<file path="src/rtl/route_hdr_scheduler.sv">
// Purpose : arbitrates read/write response channels, looks up the route of the
//           granted source in an external routing table and presents one header.
// Latency : grant in cycle N, lut_path registered in N+1, hdr_valid from N+2.
// Backpressure: one header in flight; while hdr_ready=0 the header holds and
//           both rd_ready and wr_ready stay low.
//
// Ports:
//   clock, reset          sole clock; asynchronous active-high reset
//   rd_valid/rd_src/rd_ready   read-response header request
//   wr_valid/wr_src/wr_ready   write-response header request
//   lut_address, lut_path      registered address to / combinational path from routing table
//   hdr_valid/hdr_ready        header handshake towards the packetizer
//   hdr_path/hdr_src/hdr_chan  header contents (hdr_chan: 0 = read, 1 = write)
module route_hdr_scheduler #(
    parameter int SOURCEWD = 4,
    parameter int PATHWD   = 7
) (
    input  logic                clock,
    input  logic                reset,
    input  logic                rd_valid,
    input  logic [SOURCEWD-1:0] rd_src,
    output logic                rd_ready,
    input  logic                wr_valid,
    input  logic [SOURCEWD-1:0] wr_src,
    output logic                wr_ready,
    output logic [SOURCEWD-1:0] lut_address,
    input  logic [PATHWD-1:0]   lut_path,
    output logic                hdr_valid,
    input  logic                hdr_ready,
    output logic [PATHWD-1:0]   hdr_path,
    output logic [SOURCEWD-1:0] hdr_src,
    output logic                hdr_chan
);

    typedef enum logic [1:0] {
        IDLE   = 2'd0,
        LOOKUP = 2'd1,
        SEND   = 2'd2
    } state_t;

    state_t              state_q;
    state_t              state_d;
    logic [SOURCEWD-1:0] src_q;
    logic [PATHWD-1:0]   path_q;
    logic                chan_q;
    logic                last_q;   // channel of the most recent grant (1 = write)
    logic                grant_rd;
    logic                grant_wr;

    // Next state and grant decode. The grant is gated by reset so that the
    // ready outputs drop immediately when reset is asserted, even though the
    // state register has already been forced to IDLE.
    always_comb begin
        state_d  = state_q;
        grant_rd = 1'b0;
        grant_wr = 1'b0;
        case (state_q)
            IDLE: begin
                if (!reset) begin
                    // On a tie the read wins only if the write was granted last.
                    grant_rd = rd_valid && (!wr_valid || last_q);
                    grant_wr = wr_valid && !grant_rd;
                end
                if (grant_rd || grant_wr) begin
                    state_d = LOOKUP;
                end
            end
            LOOKUP: begin
                state_d = SEND;
            end
            SEND: begin
                if (hdr_ready) begin
                    state_d = IDLE;
                end
            end
            default: begin
                state_d = IDLE;
            end
        endcase
    end

    always_ff @(posedge clock or posedge reset) begin
        if (reset) begin
            state_q <= IDLE;
            src_q   <= '0;
            path_q  <= '0;
            chan_q  <= 1'b0;
            last_q  <= 1'b1;
        end else begin
            state_q <= state_d;
            if (grant_rd || grant_wr) begin
                src_q  <= grant_wr ? wr_src : rd_src;
                chan_q <= grant_wr;
                last_q <= grant_wr;
            end
            // The table sees src_q during LOOKUP; capture its answer once.
            if (state_q == LOOKUP) begin
                path_q <= lut_path;
            end
        end
    end

    assign rd_ready    = grant_rd;
    assign wr_ready    = grant_wr;
    assign lut_address = src_q;
    assign hdr_valid   = (state_q == SEND);
    assign hdr_path    = path_q;
    assign hdr_src     = src_q;
    assign hdr_chan    = chan_q;

endmodule
</file>
<file path="config.mk">
export PLATFORM = sky130hd
export DESIGN_NAME = route_hdr_scheduler
export DESIGN_NICKNAME = d
export VERILOG_FILES = /design/src/rtl/route_hdr_scheduler.sv
export SDC_FILE = /design/constraint.sdc
export NUM_CORES = 1
export LEC_CHECK = 0
export BUFFER_PORTS_ARGS = -buffer_cell sky130_fd_sc_hd__buf_2
export CAP_MARGIN = 20
export CORE_MARGIN = 2
export CORE_UTILIZATION = 25
export CTS_BUF_LIST = sky130_fd_sc_hd__clkbuf_16
export DETAILED_ROUTE_END_ITERATION = 16
export SLEW_MARGIN = 5
export SYNTH_ARGS = -nofsm -noshare
export SYNTH_HDL_FRONTEND = slang
export SYNTH_SLANG_ARGS = --single-unit
</file>
<file path="constraint.sdc">
create_clock -name clock -period 1.9 [get_ports clock]
set_clock_uncertainty 0.2 [all_clocks]
set_input_delay 0.095 -clock clock [delete_from_list [all_inputs] [get_ports clock]]
set_output_delay 0.095 -clock clock [all_outputs]
set_load 0.02 [all_outputs]
</file>
# Yosys cells after proc, flatten, opt, wreduce, memory -nomap -nowiden
# Cells that the tools add are included.
# word_totals
register_bits	15
latchBits	0
mem_bits_rw	0
rom_bits	0
in_bits	20
out_inout_bits	19
wordCells	28
mem_count	0
# classes
n_addsub	0
multipliers	0
n_div	0
n_lt_le_gt_ge	0
n_eq_ne	4
shifts	0
muxes	10
bitwise_logic	0
reduce_logical	9
# op_table
op	count
$mux W1	6
$pmux W2 S3	1
$mux W2	2
$mux W4	1
$logic_or A1 B1 Y1	3
$eq A2 B1 Y1 const B	1
$eq A2 B2 Y1 const B	1
$logic_and A1 B1 Y1	2
$logic_not A1 Y1	2
$logic_not A2 Y1	1
$ne A2 B1 Y1 const B	1
$ne A2 B2 Y1 const B	1
$reduce_and A2 Y1	1

# Longest topological paths before layout
# logic_depth
ltp_word	10
ltp_mapped	4

# Worst setup path after synthesis
# No wires, ideal clock.
# synth_path
kind	reg2reg
startpoint	reg state_q[0]
endpoint	reg chan_q (netlist: hdr_chan)
setup_ns	0.065
arrival_ns	1.143
t_required_ns	1.635
setup_slack_ns	0.493
path_stages_with_launch	4
path_buffers	0
cell_sequence	dfrtp_1 or3_4 nor2_4 o21a_1
# synth_between
elab_chain_cells	3
elab_cells_between_ends	4
classes_between	mux (2); reduce/logical (2)
# synth_rtl
element	line	source
start, declared	41	state_t state_q;
start signal, assigned	90	state_q <= state_d;
$logic_not A2 Y1 (*)	57	case (state_q)
$mux W1 (*)	57	
via wr_ready	25	output logic wr_ready,
$logic_or A1 B1 Y1	91	if (grant_rd || grant_wr) begin
end signal, assigned	93	chan_q <= grant_wr;
end, declared	45	logic chan_q;
# Mark *: on every way through the listed nets, which the timed path passes. The rest lies on a longest branch.
# A chain may end at the register's enable or synchronous reset.

# Worst setup path after layout
# layout_path
startpoint	in reset
endpoint	out wr_ready
# layout_between
elab_chain_cells	3
# layout_rtl
element	line	source
start, declared	19	input logic reset,
$mux W1	59	if (!reset) begin
$mux W1 (2 in series)	57	
end, declared	25	
# Every way passes these cells. The select of a mux whose other input is x is not followed.

==> impl_metrics.env <==
export IMPL_cts_root_buf="clkbuf_16"
export IMPL_gp_congestion=0.694
export IMPL_final_nets=139
export IMPL_die_h_um=57.4
export IMPL_vias=681
export IMPL_synth_common_cells="dfrtp_1 (14), mux2_2 (7), nand3_1 (5), o21ai_0 (5)"
export IMPL_finalNonFillerCells=149
export IMPL_async_flop_share_pct=100
export IMPL_coreArea_um2=2730
export IMPL_ys_warn_count=0
export IMPL_p_int_mw=1.06
export IMPL_rsz0062_at_grt="false"
export IMPL_avgSynthCellArea_um2=11.7
export IMPL_p_clk_share_pct=24.0
export IMPL_clkLatencyLatePin_ns=0.24
export IMPL_cts_htree_levels=1
export IMPL_finalCritPeriodShare_pct=92.5
export IMPL_p_leak_nw=0.567
export IMPL_clockBufferDepth=2
export IMPL_port_buffers=38
export IMPL_drive_gt1_share_pct=50.0
export IMPL_ys_flop_type="dfrtp_1"
export IMPL_status="finished, final reports clean"
export IMPL_swShare_pct=37.6
export IMPL_postRouteAntennaNets=0
export IMPL_grt_usage_pct=12.6
export IMPL_period_minus_slack_ns=1.76
export IMPL_start_util_pct=26.1
export IMPL_wl_per_cell_um=12.7
export IMPL_preCtsSetupSlack_ns=0.372
export IMPL_clkSlewWorstSetupHoldPaths_ns=0.05
export IMPL_drc_errors=0
export IMPL_fmax_mhz=569
export IMPL_syn_area_um2=713
export IMPL_power_density_nw_per_um2=1450
export IMPL_arrival_ns=1.46
export IMPL_hold_viol=0
export IMPL_fin_hold_ws_ns=0.0359
export IMPL_seq_power_share_pct=33.6
export IMPL_yosysTopAreaCell="dfrtp_1"
export IMPL_end_kind="primary output"
export IMPL_drt_wl_total_um=1900
export IMPL_setup_viol=0
export IMPL_cap_violations=0
export IMPL_crit_type="in2out"
export IMPL_synth_edf_count=0
export IMPL_worst_slack_ns=0.142
export IMPL_grt_pass1_wl_um=3140
export IMPL_reg2reg_slack_ns=0.36
export IMPL_hp_class="in2reg"
export IMPL_syn_inst=61
export IMPL_die_area_um2=3300
export IMPL_grt_pass1_vias=659
export IMPL_path_max_fanout=5
export IMPL_dr_pass1_iters=4
export IMPL_cts_buffers=3
export IMPL_drt_iter0_markers=11
export IMPL_antenna_found_initial=0
export IMPL_ios=39
export IMPL_ys_ff_latch=15
export IMPL_clock_sinks=15
export IMPL_p_sw_mw=0.640
export IMPL_dpl_cell_count=124
export IMPL_post_dp_cell_area_um2=896
export IMPL_cts_tree="built"
export IMPL_drv_slew=0
export IMPL_antenna_cells=0
export IMPL_yosys_top_cells_area="dfrtp_1 (49%), mux2_2 (11%), buf_4 (4.2%), dfstp_2 (3.7%), a31oi_1 (3.5%)"
export IMPL_synth_nets=81
export IMPL_core_rowCount=19
export IMPL_synth_most_common_cell="dfrtp_1"
export IMPL_fin_setup_tns_ns=0
export IMPL_synthToLayoutAreaGrowth_pct=64.9
export IMPL_ys_seq_area_share_pct=52.8
export IMPL_tightestPinTransition_ns=0.561
export IMPL_fp_dieW_um=57.4
export IMPL_grt_overflow_total=0
export IMPL_comb_power_share_pct=42.3
export IMPL_required_ns=1.60
export IMPL_synth_distinct_cells=21
export IMPL_grt_max_degree=16
export IMPL_fin_area_um2=1180
export IMPL_ir_worst_vdd_mv=0.847
export IMPL_synth_top_cell_area_share_pct=49.1
export IMPL_slew_headroom_pct=62.5
export IMPL_vias_per_cell=4.57
export IMPL_crit_path_start_kind="input port"
-- through the flow --
stage | power [mW] | util, %
detailed placement | 1.24 | 32.8
global placement | 1.22 | 32.8
finish | 1.70 | 43.0
global route | 1.81 | 43.0
CTS | 1.69 | 41.9
floorplan | 1.06 | -
-- state kept, by name, indices dropped and copies added (netlist names) --
name and flops:
hdr_path 7, last_q 1, hdr_src 4, state_q 2, hdr_chan 1
-- path summary, 6_finish.rpt --
path | depth (start not counted) | startpoint | to
max reg2reg | 3 | state_q[0]$_DFFE_PP0P_ | hdr_src[0]$_DFFE_PP0P_
min in group asynchronous | 3 | reset | state_q[0]$_DFFE_PP0P_
min | 3 | rd_valid | hdr_chan$_DFFE_PP0P_
max | 5 | reset | wr_ready
max in group asynchronous | 3 | reset | last_q$_DFFE_PP1P_
min reg2reg | 1 | hdr_chan$_DFFE_PP0P_ | hdr_chan$_DFFE_PP0P_
-- worst max-delay path, cell delays in order --
cell,delay (ns)
dlygate4sd3_1,0.53
buf_2,0.15
or3_4,0.37
nor2_4,0.14
buf_2,0.17
-- final cells by class --
cell class,instances,area [um^2]
Fill cell,264,1560
Clock buffer,3,75.1
Tap cell,31,38.8
Sequential cell,15,377
Clock inverter,1,5.00
Multi-Input combinational cell,37,279
Inverter,3,11.3
Timing Repair Buffer,59,390
-- cells by family (layout without fill, tap and decap cells) --
group,count (synthesis),after routing,synth area share (%)
buf+inv,9,66,8.07
mux,7,7,11.1
compound gates,17,17,14.4
simple gates,13,13,13.7
flops,15,15,52.8
-- placed cells by master, fill, tap and decap left out --
cell type       n
buf_2          38
dlygate4sd3_1  17
dfrtp_1        14
mux2_2          7
o21ai_0         5
nand3_1         5
a21oi_1         4
a31oi_1         4
buf_4           4
nand2b_1        3
inv_1           3
clkbuf_16       3
or3_4           1
a21bo_2         1
nor3_4          1
or2_4           1
and2_1          1
a21boi_0        1
nor2_4          1
a21o_1          1
o21a_1          1
clkinv_2        1
dfstp_2         1
-- layer usage --
layer / vias up / wire length [um] / GRT usage, % / part of all wire [%]
li1: 324 / - / - / -
met1: 318 / 805 / 15.2 / 42
met2: 37 / 891 / 19.5 / 47
met3: 2 / 185 / 5.67 / 9.8
met4: 0 / 14 / 4.98 / 0.74
met5: - / 0 / 0 / 0
-- power groups by stage --
stage	sequential, mW	clock [mW]	combinational, mW
after floorplan	0.719	0	0.341
after global placement	0.563	0	0.661
after detailed placement	0.569	0	0.671
after CTS	0.572	0.420	0.699
after global routing	0.589	0.446	0.773
final	0.572	0.409	0.720
-- repair_timing --
item | in CTS | in global routing
endpoints found under the hold margin | 26 | 0
hold buffers | 17 | 0
setup buffers | 0 | 4
endpoints found under the setup margin | 0 | 1
resized for setup | 0 | 0
Note: power is estimated with default switching activity, not from simulation.
